File: config.mk
export PLATFORM = sky130hd
export DESIGN_NAME = ram_responder_flat
export DESIGN_NICKNAME = d
export VERILOG_FILES = /design/src/rtl/ram_responder_if.sv /design/src/rtl/ram_responder.sv /design/src/flat_wrapper.sv
export SDC_FILE = /design/constraint.sdc
export NUM_CORES = 1
export LEC_CHECK = 0
export ABC_AREA = 0
export CORE_MARGIN = 8
export CORE_UTILIZATION = 41
export CTS_CLUSTER_DIAMETER = 150
export DETAILED_ROUTE_END_ITERATION = 7
export PLACE_DENSITY = 0.79
export SYNTH_ARGS = -nofsm -noshare
export SYNTH_HDL_FRONTEND = slang
export SYNTH_SLANG_ARGS = --single-unit
File: constraint.sdc
create_clock -name i_clk -period 1.8 [get_ports i_clk]
set_input_delay 0.45 -clock i_clk [delete_from_list [all_inputs] [get_ports i_clk]]
set_output_delay 0.45 -clock i_clk [all_outputs]
set_load 0.02 [all_outputs]
File: src/rtl/ram_responder_if.sv
// Bus bundle between the control sequencer/SRAM pins and ram_responder.
// The slave modport is the responder's view; the master modport is the driver's view.
interface ram_responder_if;
    // Control strobes from the sequencer
    logic       i_ctrlRamAddressEn;
    logic       i_ctrlRamWriteNEn;
    logic       i_ctrlRamOE;
    logic       i_ctrlRamReadDataSelect;
    logic       i_errClr;
    // System bus
    logic [7:0] i_bus;
    logic [7:0] o_bus;
    logic       o_busOe;
    logic [7:0] o_instruction;
    // External async SRAM
    logic [7:0] o_sramAddr;
    logic [7:0] o_sramData;
    logic       o_sramDataOe;
    logic [7:0] i_sramData;
    logic       o_sramNWe;
    logic       o_sramNOe;
    // Status
    logic       o_busy;
    logic       o_error;

    modport slave (
        input  i_ctrlRamAddressEn,
        input  i_ctrlRamWriteNEn,
        input  i_ctrlRamOE,
        input  i_ctrlRamReadDataSelect,
        input  i_errClr,
        input  i_bus,
        input  i_sramData,
        output o_bus,
        output o_busOe,
        output o_instruction,
        output o_sramAddr,
        output o_sramData,
        output o_sramDataOe,
        output o_sramNWe,
        output o_sramNOe,
        output o_busy,
        output o_error
    );

    modport master (
        output i_ctrlRamAddressEn,
        output i_ctrlRamWriteNEn,
        output i_ctrlRamOE,
        output i_ctrlRamReadDataSelect,
        output i_errClr,
        output i_bus,
        output i_sramData,
        input  o_bus,
        input  o_busOe,
        input  o_instruction,
        input  o_sramAddr,
        input  o_sramData,
        input  o_sramDataOe,
        input  o_sramNWe,
        input  o_sramNOe,
        input  o_busy,
        input  o_error
    );
endinterface

File: src/rtl/ram_responder.sv
// RAM responder: address/instruction registers, zero-cycle bus reads and a
// setup/pulse/hold write sequencer for an external asynchronous SRAM.
module ram_responder #(
    parameter int unsigned WR_PULSE_CYCLES = 2  // cycles nWe is low per write, 1..7
) (
    input logic            i_clk,
    input logic            i_nReset,
    ram_responder_if.slave bus_if
);

    localparam logic [1:0] StIdle   = 2'd0;
    localparam logic [1:0] StWSetup = 2'd1;
    localparam logic [1:0] StWPulse = 2'd2;
    localparam logic [1:0] StWHold  = 2'd3;

    // Counter reload value: the pulse state ends on the cycle the counter reads zero.
    localparam logic [2:0] PulseLast = 3'(WR_PULSE_CYCLES - 1);

    logic [1:0] r_state;
    logic [1:0] w_state_nxt;
    logic [2:0] r_cnt;
    logic [2:0] w_cnt_nxt;
    logic [7:0] r_addr;
    logic [7:0] r_wdata;
    logic [7:0] w_wdata_nxt;
    logic [7:0] r_instr;
    logic       r_error;
    logic       w_error_nxt;

    logic       w_idle;
    logic       w_wr_req;
    logic       w_violation;

    assign w_idle   = (r_state == StIdle);
    assign w_wr_req = ~bus_if.i_ctrlRamWriteNEn;

    // Violations: address load colliding with a write request while idle, or any
    // control strobe arriving while a write sequence owns the SRAM.
    assign w_violation =
        (w_idle & bus_if.i_ctrlRamAddressEn & w_wr_req) |
        (~w_idle & (bus_if.i_ctrlRamAddressEn | w_wr_req |
                    bus_if.i_ctrlRamOE | bus_if.i_ctrlRamReadDataSelect));

    // Write sequencer next-state, pulse counter and write-data capture
    always_comb begin
        w_state_nxt = r_state;
        w_cnt_nxt   = r_cnt;
        w_wdata_nxt = r_wdata;
        unique case (r_state)
            StIdle: begin
                // An address load on the same edge wins; the write is dropped.
                if (w_wr_req && !bus_if.i_ctrlRamAddressEn) begin
                    w_wdata_nxt = bus_if.i_bus;
                    w_state_nxt = StWSetup;
                end
            end
            StWSetup: begin
                w_cnt_nxt   = PulseLast;
                w_state_nxt = StWPulse;
            end
            StWPulse: begin
                if (r_cnt == 3'd0) begin
                    w_state_nxt = StWHold;
                end else begin
                    w_cnt_nxt = r_cnt - 3'd1;
                end
            end
            StWHold: begin
                w_state_nxt = StIdle;
            end
            default: begin
                w_state_nxt = StIdle;
            end
        endcase
    end

    // Sticky error: a fresh violation outranks a clear on the same edge
    always_comb begin
        w_error_nxt = r_error;
        if (w_violation) begin
            w_error_nxt = 1'b1;
        end else if (bus_if.i_errClr) begin
            w_error_nxt = 1'b0;
        end
    end

    // Sequencer state, counter and write-data registers
    always_ff @(posedge i_clk or negedge i_nReset) begin
        if (!i_nReset) begin
            r_state <= StIdle;
            r_cnt   <= 3'd0;
            r_wdata <= 8'h00;
        end else begin
            r_state <= w_state_nxt;
            r_cnt   <= w_cnt_nxt;
            r_wdata <= w_wdata_nxt;
        end
    end

    // Address register: loaded only while the SRAM is not mid-write
    always_ff @(posedge i_clk or negedge i_nReset) begin
        if (!i_nReset) begin
            r_addr <= 8'h00;
        end else if (w_idle && bus_if.i_ctrlRamAddressEn) begin
            r_addr <= bus_if.i_bus;
        end
    end

    // Instruction register: fetches the byte currently presented by the SRAM
    always_ff @(posedge i_clk or negedge i_nReset) begin
        if (!i_nReset) begin
            r_instr <= 8'h00;
        end else if (w_idle && bus_if.i_ctrlRamReadDataSelect) begin
            r_instr <= bus_if.i_sramData;
        end
    end

    // Error flag register
    always_ff @(posedge i_clk or negedge i_nReset) begin
        if (!i_nReset) begin
            r_error <= 1'b0;
        end else begin
            r_error <= w_error_nxt;
        end
    end

    // Outputs decode from state so reset forces nWe high without waiting for a clock
    always_comb begin
        bus_if.o_sramAddr    = r_addr;
        bus_if.o_sramData    = r_wdata;
        bus_if.o_sramDataOe  = ~w_idle;
        bus_if.o_sramNOe     = ~w_idle;
        bus_if.o_sramNWe     = (r_state != StWPulse);
        bus_if.o_busy        = ~w_idle;
        bus_if.o_error       = r_error;
        bus_if.o_instruction = r_instr;
        bus_if.o_bus         = bus_if.i_sramData;
        bus_if.o_busOe       = bus_if.i_ctrlRamOE & ~bus_if.i_ctrlRamReadDataSelect & w_idle;
    end

endmodule

File: src/flat_wrapper.sv
// flat-port wrapper written by rule: the top's interface ports become plain ports
module ram_responder_flat 
#(
    parameter int unsigned WR_PULSE_CYCLES = 2                                      
)
  (i_clk, i_nReset, bus_if_i_ctrlRamAddressEn, bus_if_i_ctrlRamWriteNEn, bus_if_i_ctrlRamOE, bus_if_i_ctrlRamReadDataSelect, bus_if_i_errClr, bus_if_i_bus, bus_if_i_sramData, bus_if_o_bus, bus_if_o_busOe, bus_if_o_instruction, bus_if_o_sramAddr, bus_if_o_sramData, bus_if_o_sramDataOe, bus_if_o_sramNWe, bus_if_o_sramNOe, bus_if_o_busy, bus_if_o_error);
  ram_responder_if bus_if_i ();
  input logic i_clk;
  input logic i_nReset;
  input wire logic [$bits(bus_if_i.i_ctrlRamAddressEn)-1:0] bus_if_i_ctrlRamAddressEn;
  input wire logic [$bits(bus_if_i.i_ctrlRamWriteNEn)-1:0] bus_if_i_ctrlRamWriteNEn;
  input wire logic [$bits(bus_if_i.i_ctrlRamOE)-1:0] bus_if_i_ctrlRamOE;
  input wire logic [$bits(bus_if_i.i_ctrlRamReadDataSelect)-1:0] bus_if_i_ctrlRamReadDataSelect;
  input wire logic [$bits(bus_if_i.i_errClr)-1:0] bus_if_i_errClr;
  input wire logic [$bits(bus_if_i.i_bus)-1:0] bus_if_i_bus;
  input wire logic [$bits(bus_if_i.i_sramData)-1:0] bus_if_i_sramData;
  output wire logic [$bits(bus_if_i.o_bus)-1:0] bus_if_o_bus;
  output wire logic [$bits(bus_if_i.o_busOe)-1:0] bus_if_o_busOe;
  output wire logic [$bits(bus_if_i.o_instruction)-1:0] bus_if_o_instruction;
  output wire logic [$bits(bus_if_i.o_sramAddr)-1:0] bus_if_o_sramAddr;
  output wire logic [$bits(bus_if_i.o_sramData)-1:0] bus_if_o_sramData;
  output wire logic [$bits(bus_if_i.o_sramDataOe)-1:0] bus_if_o_sramDataOe;
  output wire logic [$bits(bus_if_i.o_sramNWe)-1:0] bus_if_o_sramNWe;
  output wire logic [$bits(bus_if_i.o_sramNOe)-1:0] bus_if_o_sramNOe;
  output wire logic [$bits(bus_if_i.o_busy)-1:0] bus_if_o_busy;
  output wire logic [$bits(bus_if_i.o_error)-1:0] bus_if_o_error;
  assign bus_if_i.i_ctrlRamAddressEn = bus_if_i_ctrlRamAddressEn;
  assign bus_if_i.i_ctrlRamWriteNEn = bus_if_i_ctrlRamWriteNEn;
  assign bus_if_i.i_ctrlRamOE = bus_if_i_ctrlRamOE;
  assign bus_if_i.i_ctrlRamReadDataSelect = bus_if_i_ctrlRamReadDataSelect;
  assign bus_if_i.i_errClr = bus_if_i_errClr;
  assign bus_if_i.i_bus = bus_if_i_bus;
  assign bus_if_i.i_sramData = bus_if_i_sramData;
  assign bus_if_o_bus = bus_if_i.o_bus;
  assign bus_if_o_busOe = bus_if_i.o_busOe;
  assign bus_if_o_instruction = bus_if_i.o_instruction;
  assign bus_if_o_sramAddr = bus_if_i.o_sramAddr;
  assign bus_if_o_sramData = bus_if_i.o_sramData;
  assign bus_if_o_sramDataOe = bus_if_i.o_sramDataOe;
  assign bus_if_o_sramNWe = bus_if_i.o_sramNWe;
  assign bus_if_o_sramNOe = bus_if_i.o_sramNOe;
  assign bus_if_o_busy = bus_if_i.o_busy;
  assign bus_if_o_error = bus_if_i.o_error;
  ram_responder #(.WR_PULSE_CYCLES(WR_PULSE_CYCLES)) u_core (.i_clk(i_clk), .i_nReset(i_nReset), .bus_if(bus_if_i));
endmodule
# Word-level counts from Yosys, hierarchy flattened
# Index checks and enable logic that the tools add are counted.
# totals
reg_bits,30
latch_bits,0
mem_bits_rw,0
rom_bits,0
input_bits,23
out_inout_bits,38
mem_count,0
# classes
n_addsub,1
n_mul,0
div,0
magnitude_cmp,0
eq_ne,7
n_shift,0
muxes,7
n_bitwise,12
n_reduce_logical,11
# op_table
op,count
2-bit one-hot mux with 4 select lines,1
2-bit inequality test (second input constant),3
3-bit one-hot mux with 2 select lines,1
2-bit AND reduction,3
1-bit AND,5
2-bit == test (second input constant),2
2-bit 2-to-1 mux,2
1-bit OR,4
2-bit nonzero test,2
1-bit logical AND,3
3-bit zero test,1
3-bit 2-to-1 mux,1
1-bit NOT,3
3-bit by 1-bit subtractor with 3-bit output (second input constant),1
2-bit by 1-bit == test with 1-bit output (second input constant),1
2-bit zero test,1
1-bit 2-to-1 mux,2
2-bit by 1-bit inequality test with 1-bit output (second input constant),1
1-bit zero test,1

# Depth between registers and ports, before layout
# depth
word_depth,7
mapped_depth,6
ltp_nobuf,6

# Least setup slack after synthesis
# Ideal clock, no wire load.
# synth_timing
kind,register to output
start,register u_core.r_state[0]
end,output bus_if_o_busOe
arrival_time_ps,1334
slack_ps,16
path_stages_with_launch,5
path_buffers,0
path_cell_list,dfrtp_1 -> inv_1 -> ha_1 -> inv_2 -> nor3b_1
# synth_via
elab_chain_cells,2
# synth_lines
item,line_no,source
"start, declared",ram_responder.sv:19,logic [1:0] r_state;
"start signal, assigned",ram_responder.sv:90,r_state <= StIdle;
"start signal, assigned",ram_responder.sv:94,r_state <= w_state_nxt;
2-bit zero test,ram_responder.sv:34,assign w_idle = (r_state == StIdle);
1-bit AND,ram_responder.sv:138,bus_if.o_busOe = bus_if.i_ctrlRamOE & ~bus_if.i_ctrlRamReadDataSelect & w_idle;
"end, declared",flat_wrapper.sv:18,output wire logic [$bits(bus_if_i.o_busOe)-1:0] bus_if_o_busOe;
# No other way between the ends.

# Final worst setup path
# Same ends and word-level chain as after synthesis.

==> run metrics <==
status=completed; Final GP Congestion=0.807; Synth cell types=21; DR pass1 iterations=4; vias per cell=between 4 and 5; met3 Usage GRT=between 5 and 6%; Setup Buffers After CTS=0; Mapped Cells=slightly below 100; DP Area=2030 sq um; most frequent cells in the layout=clkdlybuf4s50_1 (45), dfrtp_1 (30), mux2_2 (24); Pwr Total=~3800 uW; Final nets=slightly below 200; worst vdd ir=~0.00088 V; core box area=3080 sq um; worst hold slack=a little over 0.5 ns; LEAKAGE=about 0.00094 uW; first-pass GRT wire length=between 5000 and 6000 microns; Final Instance Area=2090 sq um; CTS sink cnt=30; chip width=~73 microns; max-cap violations=0; Worst Path Arrival=roughly 1.3 ns; cts hold-fix bufs=0; Layout Skew=between 0.006 and 0.007 ns; CTS tree=built; WL/cell=about 16 microns; DRC=0; Crit path top cell by count=inv_2; flop and latch count out of synthesis=30; number of global-route vias before repair=1076; CP endpoint=bus_if_o_busOe; Skew-Pair Late Insertion Delay=0.31 ns; Crit path largest cell delay=between 0.4 and 0.5 ns; total number of vias=around 990; share of layout cells above drive strength 1=between 30% and 40%; Boundary Pins=61; Pwr Density=around 1800 nW/um^2; CTS root buf=clkbuf_4; Initial Util=43.7%; diodes inserted=0; critical path cell sequence=inv_2 > ha_4 > inv_2 > nor3b_2 > buf_4; met2 usage=between 20% and 30%; Die H=around 73 microns; sequential area share after synthesis=a little under three fifths; final setup fails=0; most common cell after layout, fill and taps aside=clkdlybuf4s50_1; Antenna Violating Nets Remaining=0; Max Slew Vio Count=0; GRT Util Overall=about an eighth; critical path's slowest cell=dfrtp_1; Clock Path Buffers=2; htree depth=2; fin crit period=1.76 ns; Critical Path Stages=5; Post-Syn Area=approximately 1300 sq um; worst r2r dst=u_core.bus_if.o_sramData[4]$_DFFE_PN0P_; Peak Freq=~570 MHz; Final Util=68.0%; TNS Setup=0 ns; Crit Path Class=reg -> out; clock slew at reported path FFs=0.09 ns; final WL=around 3300 microns; largest net degree at the start of global routing=31; Port Buffers=60; CP Launch Point=u_core.r_state[0]$_DFFE_PN0P_; Worst setup SP type=flop; met1 Use GR=roughly an eighth; Area Growth Syn to Fin=55.8%; DIE AREA=about 5400 sq um; total gr overflow=0; Ys Warns=0; Worst Path Required=roughly 1.4 ns; TritonCTS buffer count=5; Slew HR=~73%; most used routing layer=met2; pin slew with the least headroom to its limit=a little over 0.4 ns; HPWL after detailed placement=2730 microns; DRT iter0 DRCs=27; initial antenna violation count=0; peak fanout along the critical path=2; RR Startpoint=u_core.r_state[0]$_DFFE_PN0P_; syn avg cell area=13.6 sq um; post-synth net total=128; Tcrit/Tclk final=97.6%; Worst setup EP type=output port; hold crit path type=reg -> reg; delay-heaviest family, CP=flip-flops; worst path bufs/invs=3; RSZ-0062 raised after global routing=yes; Std-Cell Rows=20; setup slack, reg-to-reg=0.23 ns; Reg2Reg Depth=7; Hold Vio Cnt, Final=0
worst min-delay path by stage:
stage	from	cells past startpoint	endpoint	slack, ns
3_5_place_dp	u_core.r_cnt[1]$_DFFE_PN0P_	1	u_core.r_cnt[1]$_DFFE_PN0P_	0.49
3_3_place_gp	u_core.r_cnt[1]$_DFFE_PN0P_	1	u_core.r_cnt[1]$_DFFE_PN0P_	0.48
6_report	u_core.bus_if.o_sramAddr[1]$_DFFE_PN0P_	1	u_core.bus_if.o_sramAddr[1]$_DFFE_PN0P_	0.51
4_1_cts	u_core.r_cnt[1]$_DFFE_PN0P_	1	u_core.r_cnt[1]$_DFFE_PN0P_	0.51
5_1_grt	u_core.bus_if.o_sramAddr[5]$_DFFE_PN0P_	1	u_core.bus_if.o_sramAddr[5]$_DFFE_PN0P_	0.53
2_1_floorplan	i_nReset	0	u_core.bus_if.o_error$_DFFE_PN0P_	0.15
what timing repair did:
| item | in CTS | in global routing |
|---|---|---|
| endpoints found under the setup margin | 13 | 7 |
| pin swaps | 0 | 2 |
| gates cloned | 0 | 0 |
| resized for setup | 33 | 11 |
per-stage QoR:
step / setup WS (ns) / cells
6_report: 0.0425 / 213
3_3_place_gp: -0.372 / 205
2_1_floorplan: 0.0163 / 99
5_1_grt: -0.0712 / 213
3_5_place_dp: -0.437 / 205
4_1_cts: -0.0690 / 213
per-layer routing:
metal / up-vias / wire, microns
met5: - / 0
met4: 0 / 40
met3: 2 / 322
met2: 43 / 1760
met1: 475 / 1190
li1: 469 / -
Yosys cell counts:
library cell,number,area (sq um)
o32a_1,1,10.0
o31ai_1,1,7.51
ha_1,6,75.1
a21oi_1,2,10.0
buf_4,10,75.1
o22ai_1,2,12.5
nor4_1,1,6.26
mux2i_1,1,10.0
o2bb2ai_1,1,8.76
nor3_4,1,16.3
mux2_2,24,270
inv_2,1,3.75
a211o_1,1,8.76
nand2_1,3,11.3
nand2b_1,1,6.26
nor2_1,1,3.75
nor3b_1,1,7.51
o21a_1,1,7.51
nor2b_1,2,12.5
dfrtp_1,30,751
inv_1,8,30.0
power breakdown:
| group | leakage (uW) | internal (uW) | switching (uW) |
|---|---|---|---|
| Combinational | 0.000554 | 1150 | 1060 |
| Sequential | 0.000355 | 1010 | 155 |
| Clock | 0.0000353 | 189 | 212 |
| Total | 0.000944 | 2350 | 1430 |
cell type report:
class | count | area [sq um]
Inverter | 9 | 33.8
Tap cell | 44 | 55.1
Sequential cell | 30 | 751
Multi-Input combinational cell | 50 | 504
Clock buffer | 7 | 55.1
Timing Repair Buffer | 72 | 689
Clock inverter | 1 | 5.00
Fill cell | 252 | 985
cells by family after synthesis:
group           count (synthesis)  share of synthesized area, %
flops                          30                          55.9
mux                            25                          20.9
buf+inv                        19                          8.10
simple gates                   10                          4.75
compound gates                  9                          4.84
fa+ha+maj                       6                          5.59
registers in the layout (all words and copies together), names as in the netlist:
signal                       flops
u_core.r_state                   2
u_core.bus_if.o_instruction      8
u_core.r_cnt                     3
u_core.bus_if.o_sramAddr         8
u_core.bus_if.o_error            1
u_core.bus_if.o_sramData         8
Power figures use the tool's default switching activity.
